$ cat src/rtl/seq_divider32.sv
// Iterative restoring divider: one shift-and-subtract step per clock, with an
// early-out for divide-by-zero and signed MIN / -1, and a final sign-fix step.
module seq_divider32 #(
  parameter int WIDTH = 32,
  parameter int CNT_W = 6
) (
  input  logic             clk,
  input  logic             rst_n,
  input  logic             start,
  input  logic             is_signed,
  input  logic [WIDTH-1:0] a,
  input  logic [WIDTH-1:0] b,
  output logic             busy,
  output logic             done,
  output logic [WIDTH-1:0] q,
  output logic [WIDTH-1:0] r,
  output logic             div_by_zero,
  output logic             ovf
);

  typedef enum logic [1:0] {IDLE, RUN, FIX, DONE} state_t;

  localparam logic [WIDTH-1:0] MIN_VAL  = {1'b1, {(WIDTH-1){1'b0}}};
  localparam logic [WIDTH-1:0] ALL_ONES = {WIDTH{1'b1}};
  localparam logic [WIDTH-1:0] ONE      = {{(WIDTH-1){1'b0}}, 1'b1};
  localparam logic [CNT_W-1:0] CNT_ONE  = {{(CNT_W-1){1'b0}}, 1'b1};
  localparam logic [CNT_W-1:0] LAST_CNT = CNT_W'(WIDTH - 1);

  state_t           state_reg, state_next;
  logic [CNT_W-1:0] cnt_reg, cnt_next;
  logic [WIDTH-1:0] a_reg, a_next;
  logic [WIDTH-1:0] b_reg, b_next;
  logic             signed_reg, signed_next;
  logic [WIDTH-1:0] dmag_reg, dmag_next;
  logic [WIDTH-1:0] rem_reg, rem_next;
  logic [WIDTH-1:0] quo_reg, quo_next;
  logic             neg_q_reg, neg_q_next;
  logic             neg_r_reg, neg_r_next;
  logic [WIDTH-1:0] q_reg, q_next;
  logic [WIDTH-1:0] r_reg, r_next;
  logic             dbz_reg, dbz_next;
  logic             ovf_reg, ovf_next;

  logic [WIDTH:0]   shifted;
  logic [WIDTH+1:0] trial;

  // The shifted partial remainder never exceeds WIDTH+1 bits; the extra top
  // bit of trial is the borrow that decides restore vs. keep.
  assign shifted = {rem_reg, quo_reg[WIDTH-1]};
  assign trial   = {1'b0, shifted} - {2'b00, dmag_reg};

  always_ff @(posedge clk or negedge rst_n) begin
    if (!rst_n) state_reg <= IDLE;
    else        state_reg <= state_next;
  end

  always_comb begin
    state_next  = state_reg;
    cnt_next    = cnt_reg;
    a_next      = a_reg;
    b_next      = b_reg;
    signed_next = signed_reg;
    dmag_next   = dmag_reg;
    rem_next    = rem_reg;
    quo_next    = quo_reg;
    neg_q_next  = neg_q_reg;
    neg_r_next  = neg_r_reg;
    q_next      = q_reg;
    r_next      = r_reg;
    dbz_next    = dbz_reg;
    ovf_next    = ovf_reg;
    case (state_reg)
      IDLE: begin
        if (start) begin
          a_next      = a;
          b_next      = b;
          signed_next = is_signed;
          quo_next    = (is_signed && a[WIDTH-1]) ? (~a + ONE) : a;
          dmag_next   = (is_signed && b[WIDTH-1]) ? (~b + ONE) : b;
          rem_next    = '0;
          neg_q_next  = is_signed && (a[WIDTH-1] ^ b[WIDTH-1]);
          neg_r_next  = is_signed && a[WIDTH-1];
          cnt_next    = '0;
          state_next  = RUN;
        end
      end
      RUN: begin
        if (cnt_reg == '0 && b_reg == '0) begin
          q_next     = ALL_ONES;
          r_next     = a_reg;
          dbz_next   = 1'b1;
          ovf_next   = 1'b0;
          state_next = DONE;
        end else if (cnt_reg == '0 && signed_reg && a_reg == MIN_VAL && b_reg == ALL_ONES) begin
          q_next     = MIN_VAL;
          r_next     = '0;
          dbz_next   = 1'b0;
          ovf_next   = 1'b1;
          state_next = DONE;
        end else begin
          quo_next = {quo_reg[WIDTH-2:0], ~trial[WIDTH+1]};
          rem_next = trial[WIDTH+1] ? shifted[WIDTH-1:0] : trial[WIDTH-1:0];
          cnt_next = cnt_reg + CNT_ONE;
          if (cnt_reg == LAST_CNT) state_next = FIX;
        end
      end
      FIX: begin
        q_next     = neg_q_reg ? (~quo_reg + ONE) : quo_reg;
        r_next     = neg_r_reg ? (~rem_reg + ONE) : rem_reg;
        dbz_next   = 1'b0;
        ovf_next   = 1'b0;
        state_next = DONE;
      end
      DONE:    state_next = IDLE;
      default: state_next = IDLE;
    endcase
  end

  always_ff @(posedge clk or negedge rst_n) begin
    if (!rst_n) begin
      cnt_reg    <= '0;
      a_reg      <= '0;
      b_reg      <= '0;
      signed_reg <= 1'b0;
      dmag_reg   <= '0;
      rem_reg    <= '0;
      quo_reg    <= '0;
      neg_q_reg  <= 1'b0;
      neg_r_reg  <= 1'b0;
      q_reg      <= '0;
      r_reg      <= '0;
      dbz_reg    <= 1'b0;
      ovf_reg    <= 1'b0;
    end else begin
      cnt_reg    <= cnt_next;
      a_reg      <= a_next;
      b_reg      <= b_next;
      signed_reg <= signed_next;
      dmag_reg   <= dmag_next;
      rem_reg    <= rem_next;
      quo_reg    <= quo_next;
      neg_q_reg  <= neg_q_next;
      neg_r_reg  <= neg_r_next;
      q_reg      <= q_next;
      r_reg      <= r_next;
      dbz_reg    <= dbz_next;
      ovf_reg    <= ovf_next;
    end
  end

  assign busy        = (state_reg == RUN) || (state_reg == FIX);
  assign done        = (state_reg == DONE);
  assign q           = q_reg;
  assign r           = r_reg;
  assign div_by_zero = dbz_reg;
  assign ovf         = ovf_reg;

endmodule

$ cat config.mk
export PLATFORM = sky130hd
export DESIGN_NAME = seq_divider32
export DESIGN_NICKNAME = d
export VERILOG_FILES = /design/src/rtl/seq_divider32.sv
export SDC_FILE = /design/constraint.sdc
export NUM_CORES = 1
export LEC_CHECK = 0
export ABC_CLOCK_PERIOD_IN_PS = 7600
export CAP_MARGIN = 30
export CELL_PAD_IN_SITES_DETAIL_PLACEMENT = 2
export CELL_PAD_IN_SITES_GLOBAL_PLACEMENT = 2
export CORE_ASPECT_RATIO = 0.5
export CORE_MARGIN = 4
export CORE_UTILIZATION = 39
export DETAILED_ROUTE_END_ITERATION = 6
export PLACE_DENSITY_LB_ADDON = 0.12
export SETUP_SLACK_MARGIN = 0.1
export SLEW_MARGIN = 20
export SYNTH_ARGS = -nofsm -noshare
export SYNTH_HDL_FRONTEND = slang
export SYNTH_SLANG_ARGS = --single-unit
$ cat constraint.sdc
create_clock -name clk -period 7.6 [get_ports clk]
set_clock_uncertainty 0.1 [all_clocks]
set_input_delay 1.52 -clock clk [delete_from_list [all_inputs] [get_ports clk]]
set_output_delay 1.52 -clock clk [all_outputs]
set_load 0.05 [all_outputs]
After elaboration in Yosys (flattened, before gate mapping)
Index checks and enable logic that the tools add are counted.
{ "classes": {"n_addsub": 6, "eq_ne": 11, "n_mux": 34, "bitwise": 6, "n_reduce_logical": 17} }
{ "op_table": {"columns": ["op", "n"], "rows": [
  ["32-bit two-way mux", 15],
  ["32-bit one-hot mux with 2 select lines", 4],
  ["32-bit by 1-bit adder with 32-bit output, second input constant", 4],
  ["32-bit NOT", 4],
  ["32-bit == test, second input constant", 2],
  ["33-bit by 32-bit subtractor with 34-bit output", 1],
  ["32-bit logical NOT", 1],
  ["6-bit two-way mux", 3],
  ["6-bit one-hot mux with 2 select lines", 1],
  ["2-bit two-way mux", 4],
  ["2-bit one-hot mux with 4 select lines", 1],
  ["1-bit logical AND", 7],
  ["6-bit by 1-bit adder with 6-bit output, second input constant", 1],
  ["6-bit by 5-bit == test with 1-bit output, second input constant", 1],
  ["6-bit logical NOT", 1],
  ["2-bit != test, second input constant", 3],
  ["2-bit AND reduction", 3],
  ["2-bit == test, second input constant", 2],
  ["1-bit two-way mux", 4],
  ["4-bit != test, second input constant", 1],
  ["1-bit one-hot mux with 2 select lines", 2],
  ["4-bit AND reduction", 1],
  ["2-bit nonzero test", 2],
  ["3-bit != test, second input constant", 1],
  ["other kinds (5)", 5]
]} }
{ "totals": {"reg_bits": 237, "input_bits": 68, "output_inout_bits": 68, "wordCells": 88} }

Logic depth before layout (Yosys ltp)
{ "depth": {"ltp_word": 7, "ltp_mapped": 14, "depth_no_buf": 13} }

Worst setup path before layout
OpenSTA, ideal clock, no wires.
{ "synth_path": {"path_kind": "input to register", "start": "input port a[16]", "end": "register quo_reg[25]", "t_arrival_ns": 3.371, "required_ns": 7.367, "path_slack_ns": 3.996, "path_stages": 9, "path_buffers": 0, "path_cell_list": "or4_1 -> nor4b_1 -> nand4b_1 -> or2_1 -> o21ai_0 -> xor2_1 -> nor2_1 -> a21oi_1 -> o21ai_0"} }
{ "synth_between": {"elab_chain_len": 5} }
{ "synth_rtl": {"columns": ["element", "line_no", "source"], "rows": [
  ["start, declared", "11", "input logic [WIDTH-1:0] a,"],
  ["32-bit NOT", "78", "quo_next = (is_signed && a[WIDTH-1]) ? (~a + ONE) : a;"],
  ["32-bit by 1-bit adder with 32-bit output", "78", null],
  ["32-bit two-way mux", "78", null],
  ["32-bit two-way mux", "74", "if (start) begin"],
  ["32-bit one-hot mux with 2 select lines", "72", "case (state_reg)"],
  ["end signal, assigned", "141", "quo_reg <= quo_next;"],
  ["end, declared", "36", "logic [WIDTH-1:0] quo_reg, quo_next;"]
]} }
Every way passes these cells. The select of a mux whose other input is x is not followed.
A chain may end at the register's enable or synchronous reset.

Final worst setup path
{ "layout_path": {"start": "register a_reg[1]", "end": "register q_reg[19] (netlist: q[19])"} }
{ "layout_between": {"elab_chain_len": 5} }
{ "layout_rtl": {"columns": ["element", "line_no", "source"], "rows": [
  ["start, declared", "31", "logic [WIDTH-1:0] a_reg, a_next;"],
  ["start signal, assigned", "136", "a_reg <= a_next;"],
  ["32-bit == test", "94", "end else if (cnt_reg == '0 && signed_reg && a_reg == MIN_VAL && b_reg == ALL_ONES) begin"],
  ["1-bit logical AND (2 in a row)", "94", null],
  ["3-bit != test (no source line)", null, null],
  ["2-bit AND reduction (no source line)", null, null],
  ["end signal, assigned", "144", "q_reg <= q_next;"],
  ["end, declared", "39", "logic [WIDTH-1:0] q_reg, q_next;"]
]} }
Every way passes these cells.

==> flow_summary.toml <==
[outcome]
status = "completed"

[placement]
pre_cts_ws_ns = 3.10
gp_congestion = 0.861
io_buffers = 135
hpwl_microns = 37800

[route]
routed_wl_microns = 51000
ant_nets = 0
drt_iter0_markers = 603
wl_per_cell_microns = 23.5
route.detailed.drc = 0
vias = 12600
first_pass_iters = 4
avgViaCountPerCell = 5.80

[worst_setup_path]
cp_slowest_cell = "nor4_1"
startpoint = "a_reg[1]"
max_stage_delay_ns = 0.75
path_cells = "nor2_1 -> nand3_1 -> nor4_1 -> a41o_1 -> nand2_1 -> and2_2 -> buf_4 -> nor2_1 -> a22o_1"
crit_path_start_kind = "flip-flop"
critPathKind = "reg -> reg"
r2r_start = "a_reg[1]"
reg2reg_to = "q[19]"
critical_path.max_fanout = 56
arrival_ns = 4.56
crit_end = "q[19]"
rr_worst_depth = 9
crit_top_cell = "nor2_1"
cp.required_ns = 7.99
cp-end-kind = "flip-flop"
r2r_slack_ns = 3.43

[final_layout]
final_common_cell = "dfrtp_1"
final_cell_mix = "dfrtp_1 (236), nand2_1 (228), o21ai_0 (156), clkdlybuf4s50_1 (134), a21oi_1 (88)"
final_nets = 1778
drive_gt1_share_pct = 8.24
diodes = 0
syn_to_final_growth_pct = 19.1

[sta]
slew_headroom_pct = 40.0
finalSetupTns_ns = 0
fmax_ghz = 0.240
setup_viol = 0
finalHoldViolCount = 0
tightest_slew_ns = 0.892
timing.final.crit_share_pct = 54.9
rsz0062_at_grt = "no"
whs_ns = 0.374
drv_slew = 0
final.setup.worst_slack_ns = 3.43
layout_min_cycle_time_ns = 4.17

[cts]
cts.hold.buffers_added = 0
cts_buffers = 26
cts_buffer_depth = 3
tritoncts = "done"
clkSinkCount = 236
cts.htree.levels = 1
worstSkewPairLatency_ns = 0.56
post-cts-setup-buffer-count = 0
cts_resized = 0
cts.root.buffer_cell = "clkbuf_16"
clkTransAtPathRegs_ns = 0.06

[synthesis]
synthCells = 1579
synth_seq_cells = 236
synth_edf_count = 0
syn-num-nets = 1690
synth.avg_cell_area_sq_um = 9.04
synth_top_flop_cell = "dfrtp_1"
yosysSeqAreaShare_pct = 41.4
async_flop_share_pct = 100
yosysWarnings = 0
synth_cell_types = 70
syn_area_sq_um = 14300

[global_routing]
grt_max_degree = 149
antenna_found_initial = 0
grt_usage_pct = 25.1
grt_pass1_wl_microns = 80300
first_global_vias = 13400
grt.overflow.total = 0

[run]
max_cap_violations = 0

[die]
start_util_pct = 39.6
die-area_sq_um = 39900
rows = 49
core_area_sq_um = 36000
die_h_microns = 143
io-pin-count = 136
die-width_microns = 279

[min_path]
hp-class = "reg -> reg"
min_from = "q[15]"

[pwr]
leakagePower_nw = 7.25
p_per_area_nw_per_um2 = 549
ir_drop_uv = 275
kinds of logic (layout without fill, tap and decap cells):
family / after synthesis / after routing / share of synthesized area (%)
and+or+nand+nor: 493 / 493 / 16.4
AOI/OAI and AO/OA: 435 / 435 / 19.2
DFF: 236 / 236 / 41.4
buffers and inverters: 145 / 252 / 3.97
xor gates and xnor gates: 141 / 141 / 8.65
muxes: 86 / 86 / 6.53
adders and majority gates: 43 / 43 / 3.82
critical path: cells and delay by family (launching register included):
| family | cells | cell delay, ns |
|---|---|---|
| buffers and inverters | 1 | 0.38 |
| DFF | 1 | 0.44 |
| AOI/OAI and AO/OA | 2 | 0.56 |
| and+or+nand+nor | 6 | 2.54 |
Yosys cell counts (32+ instances only):
cell type | instances | area [sq um]
a21oi_1 | 88 | 440
clkbuf_1 | 74 | 278
dfrtp_1 | 236 | 5910
ha_1 | 42 | 526
inv_1 | 54 | 203
mux2_2 | 57 | 642
nand2_1 | 229 | 860
nand3_1 | 51 | 255
nor2_1 | 68 | 255
o21ai_0 | 156 | 781
o31ai_1 | 32 | 240
xnor2_1 | 72 | 631
xor2_1 | 69 | 604
power by group:
part / switching (W) / internal [W]
combinational: 0.00335 / 0.00201
clock: 0.000556 / 0.000819
sequential: 0.000757 / 0.00183
total: 0.00466 / 0.00466
worst min-delay path by stage:
| stage | end | slack (ns) | cells after the start |
|---|---|---|---|
| finish | q[15] | 0.37 | 1 |
| global route | q[15] | 0.40 | 1 |
| CTS | q[15] | 0.38 | 1 |
| detailed placement | q[15] | 0.37 | 1 |
| global placement | q[5] | 0.36 | 1 |
| floorplan | signed_reg | 0.35 | 2 |
stage by stage:
step	total power, W	cells	area, sq um	utilization (%)
after global routing	0.00998	2170	17000	47.2
final	0.00932	2170	17000	47.2
after CTS	0.00933	2168	16900	47.1
after global placement	0.00760	2120	16000	44.5
after detailed placement	0.00788	2121	16000	44.5
after floorplan	0.00615	1579	14300	-
metal layers:
| layer | GRT usage, % | share of wire [%] | wire length, microns |
|---|---|---|---|
| met2 | 43.6 | 49 | 24800 |
| met4 | 5.27 | 2.0 | 996 |
| met3 | 3.35 | 3.1 | 1610 |
| met1 | 33.9 | 46 | 23600 |
| met5 | 0 | 0 | 0 |
layout make-up:
cell class	count	area (sq um)
sequential	236	5910
clock buffer	39	790
inverter	54	203
clock inverter	8	130
timing repair buffer	151	1530
fill	3846	19000
multi-input combinational	1198	7830
tap	484	606
Power figures use the tool's default switching activity.
